===== config.mk =====
export PLATFORM = sky130hd
export DESIGN_NAME = odd_even_sort
export DESIGN_NICKNAME = d
export VERILOG_FILES = /design/src/rtl/sort_pkg.sv /design/src/rtl/cmp_swap.sv /design/src/rtl/odd_even_sort.sv
export SDC_FILE = /design/constraint.sdc
export NUM_CORES = 1
export LEC_CHECK = 0
export CAP_MARGIN = 20
export CORE_MARGIN = 10
export CORE_UTILIZATION = 57
export DETAILED_ROUTE_END_ITERATION = 7
export PLACE_DENSITY = 0.79
export SLEW_MARGIN = 20
export SYNTH_ARGS = -nofsm -noshare
export SYNTH_HDL_FRONTEND = slang
export SYNTH_HIERARCHICAL = 1
export SYNTH_SLANG_ARGS = --single-unit

===== constraint.sdc =====
create_clock -name clk -period 3.4 [get_ports clk]
set_input_delay 0.85 -clock clk [delete_from_list [all_inputs] [get_ports clk]]
set_output_delay 0.85 -clock clk [all_outputs]
set_load 0.005 [all_outputs]

===== src/rtl/sort_pkg.sv =====
// sort_pkg: shared FSM state and sort-direction encodings for odd_even_sort.
package sort_pkg;
    typedef enum logic [1:0] {IDLE, SORT, OUT} state_t;
    localparam logic ASCEND  = 1'b0;
    localparam logic DESCEND = 1'b1;
endpackage


===== src/rtl/cmp_swap.sv =====
// cmp_swap: one compare-exchange cell; o_lo/o_hi take the ordered pair for the given direction.
module cmp_swap
    import sort_pkg::*;
#(
    parameter int DATA_W = 4
) (
    input  logic [DATA_W-1:0] i_a,
    input  logic [DATA_W-1:0] i_b,
    input  logic              i_dir,
    output logic [DATA_W-1:0] o_lo,
    output logic [DATA_W-1:0] o_hi
);
    logic w_swap;
    // strict compares so equal keys never move
    assign w_swap = (i_dir == DESCEND) ? (i_a < i_b) : (i_a > i_b);
    assign o_lo   = w_swap ? i_b : i_a;
    assign o_hi   = w_swap ? i_a : i_b;
endmodule


===== src/rtl/odd_even_sort.sv =====
// odd_even_sort: latches DATA_N elements, runs DATA_N odd-even transposition passes,
// then streams the sorted elements out with a valid/ready handshake.
module odd_even_sort
    import sort_pkg::*;
#(
    parameter int DATA_W = 4,
    parameter int DATA_N = 4
) (
    input  logic                     clk,
    input  logic                     rst_n,
    input  logic                     start_sort,
    input  logic                     dir,
    input  logic [DATA_W-1:0]        data_in [DATA_N],
    output logic                     busy,
    output logic [DATA_W-1:0]        data_out,
    output logic                     out_vld,
    input  logic                     out_rdy,
    output logic                     out_last,
    output logic [$clog2(DATA_N)-1:0] out_idx
);
    localparam int IW = $clog2(DATA_N);
    localparam int PW = $clog2(DATA_N + 1);
    localparam logic [IW-1:0] LAST_IDX = IW'(DATA_N - 1);
    localparam logic [PW-1:0] PASSES   = PW'(DATA_N);

    state_t            r_state, w_next;
    logic [DATA_W-1:0] r_data [DATA_N];
    logic              r_dir;
    logic [PW-1:0]     r_pass;
    logic [IW-1:0]     r_idx;
    logic [DATA_W-1:0] w_lo [DATA_N-1];
    logic [DATA_W-1:0] w_hi [DATA_N-1];
    logic [DATA_W-1:0] w_nxt [DATA_N];
    logic              w_hs;

    for (genvar p = 0; p < DATA_N - 1; p++) begin : g_cs
        cmp_swap #(.DATA_W(DATA_W)) u_cs (
            .i_a  (r_data[p]),
            .i_b  (r_data[p+1]),
            .i_dir(r_dir),
            .o_lo (w_lo[p]),
            .o_hi (w_hi[p])
        );
    end

    // even passes use cells (0,1),(2,3)..; odd passes use (1,2),(3,4)..; unpaired ends hold
    for (genvar e = 0; e < DATA_N; e++) begin : g_nxt
        logic [DATA_W-1:0] w_even, w_odd;
        if (e % 2 == 0 && e + 1 < DATA_N) assign w_even = w_lo[e];
        else if (e % 2 == 1)               assign w_even = w_hi[e-1];
        else                               assign w_even = r_data[e];
        if (e % 2 == 1 && e + 1 < DATA_N) assign w_odd = w_lo[e];
        else if (e % 2 == 0 && e > 0)      assign w_odd = w_hi[e-1];
        else                               assign w_odd = r_data[e];
        assign w_nxt[e] = r_pass[0] ? w_odd : w_even;
    end

    assign busy     = r_state != IDLE;
    assign out_vld  = r_state == OUT;
    assign out_idx  = r_idx;
    assign out_last = out_vld && (r_idx == LAST_IDX);
    assign data_out = out_vld ? r_data[r_idx] : '0;
    assign w_hs     = out_vld && out_rdy;

    always_ff @(posedge clk or negedge rst_n) begin
        if (!rst_n) r_state <= IDLE;
        else        r_state <= w_next;
    end

    always_comb begin
        w_next = r_state;
        case (r_state)
            IDLE:    w_next = start_sort ? SORT : IDLE;
            SORT:    w_next = (r_pass == PASSES) ? OUT : SORT;
            OUT:     w_next = (w_hs && out_last) ? IDLE : OUT;
            default: w_next = IDLE;
        endcase
    end

    always_ff @(posedge clk or negedge rst_n) begin
        if (!rst_n) begin
            r_data <= '{default: '0};
            r_dir  <= ASCEND;
            r_pass <= '0;
            r_idx  <= '0;
        end else if (r_state == IDLE && start_sort) begin
            r_data <= data_in;
            r_dir  <= dir;
            r_pass <= '0;
            r_idx  <= '0;
        end else if (r_state == SORT && r_pass != PASSES) begin
            r_data <= w_nxt;
            r_pass <= r_pass + PW'(1);
        end else if (w_hs) begin
            r_idx <= out_last ? '0 : r_idx + IW'(1);
        end
    end
endmodule


==> key figures, run 1 <==
Status
  – Status: finished clean

STA
  – Highest achievable clock rate: 348 MHz
  – Relative slew slack: 49.4%
  – Unrepaired setup endpoints after global routing: no
  – Layout Skew: 0.00412 ns
  – Final min period: 2.87 ns
  – Setup TNS: 0 ns
  – Final setup fails: 0
  – Final Cycle Share: 84.4%
  – Pins Over Slew Limit: 0
  – Hold Vio Cnt, Final: 0
  – Slew @ Worst Pin: 0.759 ns

Clock network
  – CTS H-Tree Depth: 1
  – CTS tree: yes
  – Clock latency on the worst-skew pair: 0.27 ns
  – Post-CTS sizing: 0
  – TritonCTS Sinks: 24
  – TritonCTS Buffers: 3
  – Root Driver: clkbuf_8
  – Clock-pin transition on the worst setup and hold timing paths: 0.09 ns
  – Post-CTS setup buffers: 0
  – Max Root-Sink Buffers: 2
  – Cts hold-fix bufs: 0

Synthesis
  – Mux cell area share after synthesis: 28.8%
  – Post-synth ARST share: 100%
  – Post-synth EDFFs: 0
  – Synth Area in Compound Gates: 20.1%
  – XOR/XNOR share of the synthesized area: 0.348%
  – Cell Area, Synth: 0.00252 mm^2
  – Post-synthesis sequential area ratio: 23.9%
  – Distinct cell type count after synthesis: 40
  – Syn nets: 292
  – Ys Warns: 6
  – Synthesized area per cell: 9.83 um^2
  – Main synth FF type: dfrtp_1
  – Synthesized-area fraction occupied by adder cells: 7.46%
  – Post-Synth Simple-Gate Area: 12.9%
  – Largest family of logic cells by synthesized area: multiplexers
  – Synthesized instance count: 256
  – Seq cells post-synth: 24

Floorplanning
  – I/O Pins: 30
  – Die area: 0.00747 mm^2
  – Die X: 86.4 um
  – Initial Util: 58.2%
  – Die H: 86.4 um
  – Core Region: 0.00432 mm^2
  – Num rows: 24

Global route
  – Total GRT Usage: 15.5%
  – GRT Residual Overflow: 0
  – Initial antenna violation count: 0
  – Largest net degree at the start of global routing: 26
  – First-pass GRT wire length: 9.67 mm
  – Vias in the first global route: 1947

Worst setup path
  – Setup crit end kind: primary output
  – Startpoint types: register
  – Critical path class: register to primary output
  – Critical Path RT: 2.55 ns
  – Arrival time at the worst endpoint: 2.02 ns
  – Crit-path max FO: 8

Drt
  – DR vias/cell: 6.01
  – Met3 wire len: 268 um
  – Routed length on met2: 2.81 mm
  – DR vias: 1996
  – 1st-pass router iterations: 4
  – Drt drc: 0
  – Top Metal Used: met4
  – Iteration-0 DRC Markers: 159
  – Routed len/inst: 17.3 um
  – Antenna viol nets, final: 0
  – M1 WL: 2.64 mm
  – Total detailed-routing wirelength: 5.76 mm

Cells and area
  – Fill count: 369
  – Ant diodes: 0
  – Final instance area: 0.00287 mm^2
  – Register area: 601 um^2
  – Layout cells sized above 1: 20.7%
  – Final core occ: 66.3%
  – Multi-input logic area: 0.00176 mm^2
  – Area growth, synth to finish: 13.9%
  – Fin nets: 317

Placement
  – Routability Congestion: 0.789
  – Area after DPL: 0.00281 mm^2
  – DP HPWL: 4.39 mm
  – I/O Buffers: 29

Job
  – Max Cap Viol: 0

Hold path
  – Tightest Hold Check Type: register to register
critical path, cell delays in order (launching register included):
cell and delay (ns):
dfrtp_1 0.57, mux4_2 0.55, and2_1 0.17, clkdlybuf4s50_1 0.45
cells in the final DEF, fill, tap and decap left out, types with 4 or more instances in the layout:
master	instances
mux2_4	21
clkbuf_8	4
nand2_1	29
o21ai_0	7
ha_1	15
clkdlybuf4s50_1	29
mux2_2	8
inv_1	15
a22oi_1	15
nor2_1	10
mux4_2	4
dfrtp_1	24
a21oi_1	30
and2_1	5
mux2i_1	23
layer usage:
metal,vias up,GRT usage [%]
met3,4,3.00
met2,56,25.5
met5,-,0
met4,0,2.80
li1,983,-
met1,953,20.7
layout make-up:
cell class	instances	area share, %
clock buffer	4	1.92
inverter	16	2.10
multi-input combinational	204	61.4
sequential	24	21.0
tap	52	2.27
timing repair buffer	32	11.4
sequential cells by signal, summed over array words and instances, names as in the netlist:
register / count
g_nxt.w_odd: 8
r_data: 8
r_pass: 3
out_idx: 2
r_state: 2
r_dir: 1
kinds of logic after synthesis:
family | after synthesis
fa+ha+maj | 15
simple gates | 62
flops | 24
mux | 56
buf+inv | 28
xor+xnor | 1
compound gates | 70
cells in the mapped netlist (2+ instances only):
master    number  area (um^2)
o21ai_0        7         35.0
nor2_1        10         37.5
buf_6          7         78.8
mux4_2         4         90.1
and2_1         5         31.3
nand2b_1       2         12.5
dfrtp_1       24          601
nor2b_4        3         41.3
clkbuf_1       3         11.3
ha_1          15          188
mux2i_1       23          230
a21bo_4        3         48.8
o21ai_1        3         15.0
mux2_2         8         90.1
nand2_2        3         18.8
a21boi_0       3         22.5
a22oi_1       15          113
nand2_1       29          109
a21oi_1       30          150
o211ai_4       3         63.8
mux2_4        21          315
nand4_1        3         18.8
inv_1         15         56.3
through the flow:
stage	setup slack (ns)	instances	hold slack, ns
4_1_cts	0.500	332	0.558
2_1_floorplan	0.864	256	0.500
6_report	0.529	332	0.551
3_3_place_gp	0.728	328	0.523
5_1_grt	0.429	332	0.586
3_5_place_dp	0.694	328	0.533
final timing paths:
| path | startpoint | to | slack, ns | depth (start not counted) |
|---|---|---|---|---|
| setup / recovery | out_idx[0] | data_out[2] | 0.53 | 3 |
| hold / removal | r_pass[1] | r_pass[1] | 0.55 | 1 |
| setup reg to reg | r_data[11] | g_nxt[0].w_odd[1] | 0.66 | 8 |
| hold reg to reg | r_pass[1] | r_pass[1] | 0.55 | 1 |
| max in group asynchronous | rst_n | r_data[7] | 2.20 | 2 |
| min in group asynchronous | rst_n | g_nxt[0].w_odd[3] | 0.95 | 2 |
Power of run 1 is left out: the tool's default activity adds up to more than one toggle a clock period on the data nets, which glitch-free logic cannot reach.
==> run 2: changes to the inputs <==
clock period = 2.7 ns   (was 3.4 ns; I/O delays follow)
==> run 2 against run 1 <==
  * Die area stayed put
  * Wire length is 11% higher
  * Sequential cell count stayed put
  * Critical endpoint unchanged
  * Critical path depth is 1 higher
  * Clock skew is 0.0019 ns higher
  * Sequential share of layout area is 0.97 points lower
  * Via count is 5.4% higher
  * Non-clock buffer count is 20 higher
  * Count of clock-buffer cells in the layout is 1 lower
  * Highest routed layer unchanged
==> key figures, run 2 (synthesized netlist as in run 1, its figures left out) <==
Status
  – Status: finished clean

Drt
  – Antenna viol nets, final: 0
  – Drt drc: 0
  – DR vias: 2104
  – Iteration-0 DRC Markers: 118
  – 1st-pass router iterations: 4
  – Total detailed-routing wirelength: 6.42 mm
  – DR vias/cell: 5.98
  – Routed len/inst: 18.2 um

Clock network
  – Cts hold-fix bufs: 0
  – CTS tree: yes
  – CTS H-Tree Depth: 1
  – Clock latency on the worst-skew pair: 0.28 ns
  – TritonCTS Sinks: 24
  – TritonCTS Buffers: 3
  – Max Root-Sink Buffers: 2
  – Root Driver: clkbuf_8
  – Clock-pin transition on the worst setup and hold timing paths: 0.10 ns

Global route
  – Initial antenna violation count: 0
  – Largest net degree at the start of global routing: 26
  – Vias in the first global route: 2134
  – GRT Residual Overflow: 0
  – First-pass GRT wire length: 10.8 mm
  – Total GRT Usage: 17.6%

Cells and area
  – Area growth, synth to finish: 20.9%
  – Ant diodes: 0
  – Fin nets: 337
  – Layout cells sized above 1: 28.0%
  – Most frequent cells in the layout: a21oi_1 (30), nand2_1 (29), clkdlybuf4s50_1 (28)
  – Final core occ: 70.3%
  – Most common cell after layout, fill and taps aside: a21oi_1
  – Fill count: 351

Hold path
  – HP Start: r_pass[1]
  – Tightest Hold Check Type: register to register

Floorplanning
  – Die H: 86.4 um
  – Die X: 86.4 um
  – I/O Pins: 30
  – Initial Util: 58.2%
  – Core Region: 0.00432 mm^2
  – Die area: 0.00747 mm^2
  – Num rows: 24

Placement
  – Post-Place Worst Slack: 0.140 ns
  – Routability Congestion: 0.836
  – DP HPWL: 4.68 mm
  – I/O Buffers: 29

Worst setup path
  – R2r endpoint: g_nxt[3].w_odd[0]
  – CP startpoint: r_data[6]
  – Critical path class: register to primary output
  – Arrival time at the worst endpoint: 1.98 ns
  – Startpoint types: register
  – Crit-path max FO: 7
  – R2r setup slk: 0.12 ns
  – Setup crit end kind: primary output
  – Worst reg2reg path depth: 9
  – RR Startpoint: r_data[4]
  – Critical Path RT: 2.03 ns
  – CP Capture Point: data_out[2]

Job
  – Max Cap Viol: 0

STA
  – Unrepaired setup endpoints after global routing: no
  – Highest achievable clock rate: 377 MHz
  – Final setup fails: 0
  – Final min period: 2.66 ns
  – Hold slack: 0.547 ns
  – Pins Over Slew Limit: 0
  – Setup TNS: 0 ns
  – Final Cycle Share: 98.4%
  – Slew @ Worst Pin: 0.663 ns
  – Setup ws final: 0.0442 ns
  – Hold Vio Cnt, Final: 0
  – Relative slew slack: 55.8%
  – Layout Skew: 0.00599 ns
[run 2: worst min path at each step]
stage | end | slack, ns | cells after the start
2_1_floorplan | g_nxt[0].w_odd[0] | 0.38 | 0
3_3_place_gp | r_pass[1] | 0.52 | 1
3_5_place_dp | r_pass[1] | 0.52 | 1
4_1_cts | r_pass[1] | 0.55 | 1
5_1_grt | r_pass[1] | 0.60 | 1
6_report | r_pass[1] | 0.55 | 1
[run 2: per-layer routing]
layer,track usage (%),part of all wire (%)
met1,21.8,45
met2,30.1,49
met3,3.10,5.4
met4,5.30,0.89
met5,0,0
[run 2: worst max-delay path, stage by stage (launching register included)]
cell and delay, ns:
dfrtp_2 0.47, buf_4 0.17, mux4_2 0.44, and2_1 0.17, clkdlybuf4s50_1 0.44
[run 2: timing repair]
action,in CTS,in global routing
gates cloned,0,0
buffers inserted,0,2
gates resized for setup,2,6
endpoints found under the setup margin,4,5
[run 2: area by class of cell]
| class | count | area [um^2] | share of cell area (%) |
|---|---|---|---|
| multi-input cells | 204 | 1760 | 57.8 |
| flip-flops and latches | 24 | 608 | 20.0 |
| repair buffers | 52 | 478 | 15.7 |
| well taps | 52 | 65.1 | 2.14 |
| inverters | 16 | 60.1 | 1.97 |
| clock buffers | 3 | 41.3 | 1.36 |
| clock inverters | 1 | 30.0 | 0.987 |
[run 2: metrics by stage]
step	std cells	instance area, um^2
finish	352	3040
global route	352	3040
CTS	350	3020
detailed placement	346	2950
global placement	346	2950
floorplan	256	2520
Power of run 2 is left out for the same reason.
==> run 3: changes to the inputs <==
PLACE_DENSITY = 0.84   (was 0.79)
==> run 3 against run 2 <==
  * Die area did not move
  * First-iteration DRC count grew 42%
  * Non-clock buffer count is 1 lower
  * Wire length is 0.58% lower
  * Setup slack improved by 0.019 ns
  * Sequential share of layout area increased by 0.14 points
  * Via count is 0.43% higher
  * Clock skew about the same
  * Critical endpoint is now data_out[1]
  * Largest cell class unchanged
==> key figures, run 3 (synthesized netlist as in run 1, its figures left out) <==
Worst setup path
  – Critical Path Max Stage Delay: 0.46 ns
  – Critical Path RT: 2.03 ns
  – Crit-path max FO: 5
  – Worst path bufs/invs: 2
  – Slowest stage cell, crit path: mux4_2
  – Critical path class: register to primary output
  – Arrival time at the worst endpoint: 1.96 ns
  – Setup crit end kind: primary output
  – Startpoint types: register
  – CP cell instances: buf_4 > mux4_2 > and2_1 > clkdlybuf4s50_1
  – Largest delay contributor family on the critical path: buffers and inverters

Clock network
  – CTS tree: yes
  – TritonCTS Sinks: 24
  – CTS H-Tree Depth: 1
  – Clock-pin transition on the worst setup and hold timing paths: 0.09 ns
  – Max Root-Sink Buffers: 2
  – Cts hold-fix bufs: 0
  – TritonCTS Buffers: 3
  – Clock latency on the worst-skew pair: 0.27 ns
  – Root Driver: clkbuf_8

Global route
  – Vias in the first global route: 2201
  – GR Layer Usage met3: 3.00%
  – Initial antenna violation count: 0
  – Most crowded layer after global routing: met2
  – Largest net degree at the start of global routing: 29
  – GRT Residual Overflow: 0
  – GR Layer Usage met1: 21.9%
  – First-pass GRT wire length: 10.9 mm
  – Total GRT Usage: 17.7%
  – Met2 Resource Use GR: 30.5%

Placement
  – DP HPWL: 4.81 mm
  – Routability Congestion: 0.807
  – I/O Buffers: 29

Job
  – Max Cap Viol: 0

STA
  – Relative slew slack: 54.1%
  – Pins Over Slew Limit: 0
  – Final min period: 2.64 ns
  – Setup TNS: 0 ns
  – Final setup fails: 0
  – Final Cycle Share: 97.6%
  – Highest achievable clock rate: 379 MHz
  – Slew @ Worst Pin: 0.683 ns
  – Hold Vio Cnt, Final: 0
  – Unrepaired setup endpoints after global routing: no
  – Layout Skew: 0.00572 ns

Status
  – Status: finished clean

Floorplanning
  – Num rows: 24
  – Die X: 86.4 um
  – Die area: 0.00747 mm^2
  – Core Region: 0.00432 mm^2
  – Die H: 86.4 um
  – I/O Pins: 30
  – Initial Util: 58.2%

Hold path
  – Tightest Hold Check Type: register to register

Drt
  – Drt drc: 0
  – DR vias: 2113
  – Routed len/inst: 18.2 um
  – DR vias/cell: 6.02
  – Iteration-0 DRC Markers: 168
  – Total detailed-routing wirelength: 6.38 mm
  – Antenna viol nets, final: 0
  – 1st-pass router iterations: 4

Cells and area
  – Most common cell after layout, fill and taps aside: a21oi_1
  – Ant diodes: 0
  – Area growth, synth to finish: 19.8%
  – Fill count: 317
  – Most frequent cells in the layout: a21oi_1 (30), nand2_1 (29), clkdlybuf4s50_1 (29)
  – Fin nets: 336
  – Layout cells sized above 1: 27.4%
## run 3: timing repair
action / in CTS / in global routing
endpoints found under the hold margin: 0 / 0
buffers inserted: 0 / 2
gates resized for setup: 1 / 6
setup endpoints to repair: 3 / 8
gates cloned: 0 / 0
## run 3: layer usage
| metal | share of wire, % | vias to the layer above |
|---|---|---|
| met1 | 41 | 1020 |
| met4 | 1.4 | 0 |
| met5 | 0 | - |
| li1 | - | 1014 |
| met3 | 6.9 | 10 |
| met2 | 50 | 69 |
## run 3: worst reg2reg max path, cell delays in order (launching register included)
cell	delay, ns
dfrtp_1	0.47
ha_1	0.41
a21oi_1	0.15
a21bo_4	0.25
mux2_4	0.31
mux2_4	0.31
mux2_4	0.28
mux2_2	0.26
## run 3: worst paths after layout
path	from	end	slack [ns]	cells after the start
worst max-delay path	r_data[9]	data_out[1]	0.06	4
worst min-delay path	r_pass[1]	r_pass[1]	0.55	1
worst max register to register	r_data[7]	g_nxt[3].w_odd[0]	0.16	7
worst min register to register	r_pass[1]	r_pass[1]	0.55	1
max in group asynchronous	rst_n	r_data[5]	1.65	2
min in group asynchronous	rst_n	g_nxt[0].w_odd[3]	0.77	2
## run 3: through the flow
step | instances | hold slack (ns) | cell area, um^2 | utilization [%] | worst slack [ns]
finish | 351 | 0.553 | 3010 | 69.7 | 0.0635
global route | 351 | 0.601 | 3010 | 69.7 | 0.000931
CTS | 349 | 0.553 | 2990 | 69.2 | 0.0234
detailed placement | 345 | 0.529 | 2940 | 67.9 | 0.154
global placement | 345 | 0.521 | 2940 | 67.9 | 0.244
floorplan | 256 | 0.379 | 2520 | - | 0.164
## run 3: final cells by class
| type | instances | area, um^2 | area share, % |
|---|---|---|---|
| Timing Repair Buffer | 51 | 468 | 15.5 |
| Inverter | 16 | 60.1 | 1.99 |
| Clock buffer | 4 | 55.1 | 1.83 |
| Tap cell | 52 | 65.1 | 2.16 |
| Sequential cell | 24 | 607 | 20.1 |
| Multi-Input combinational cell | 204 | 1760 | 58.4 |
Power of run 3 is left out for the same reason.
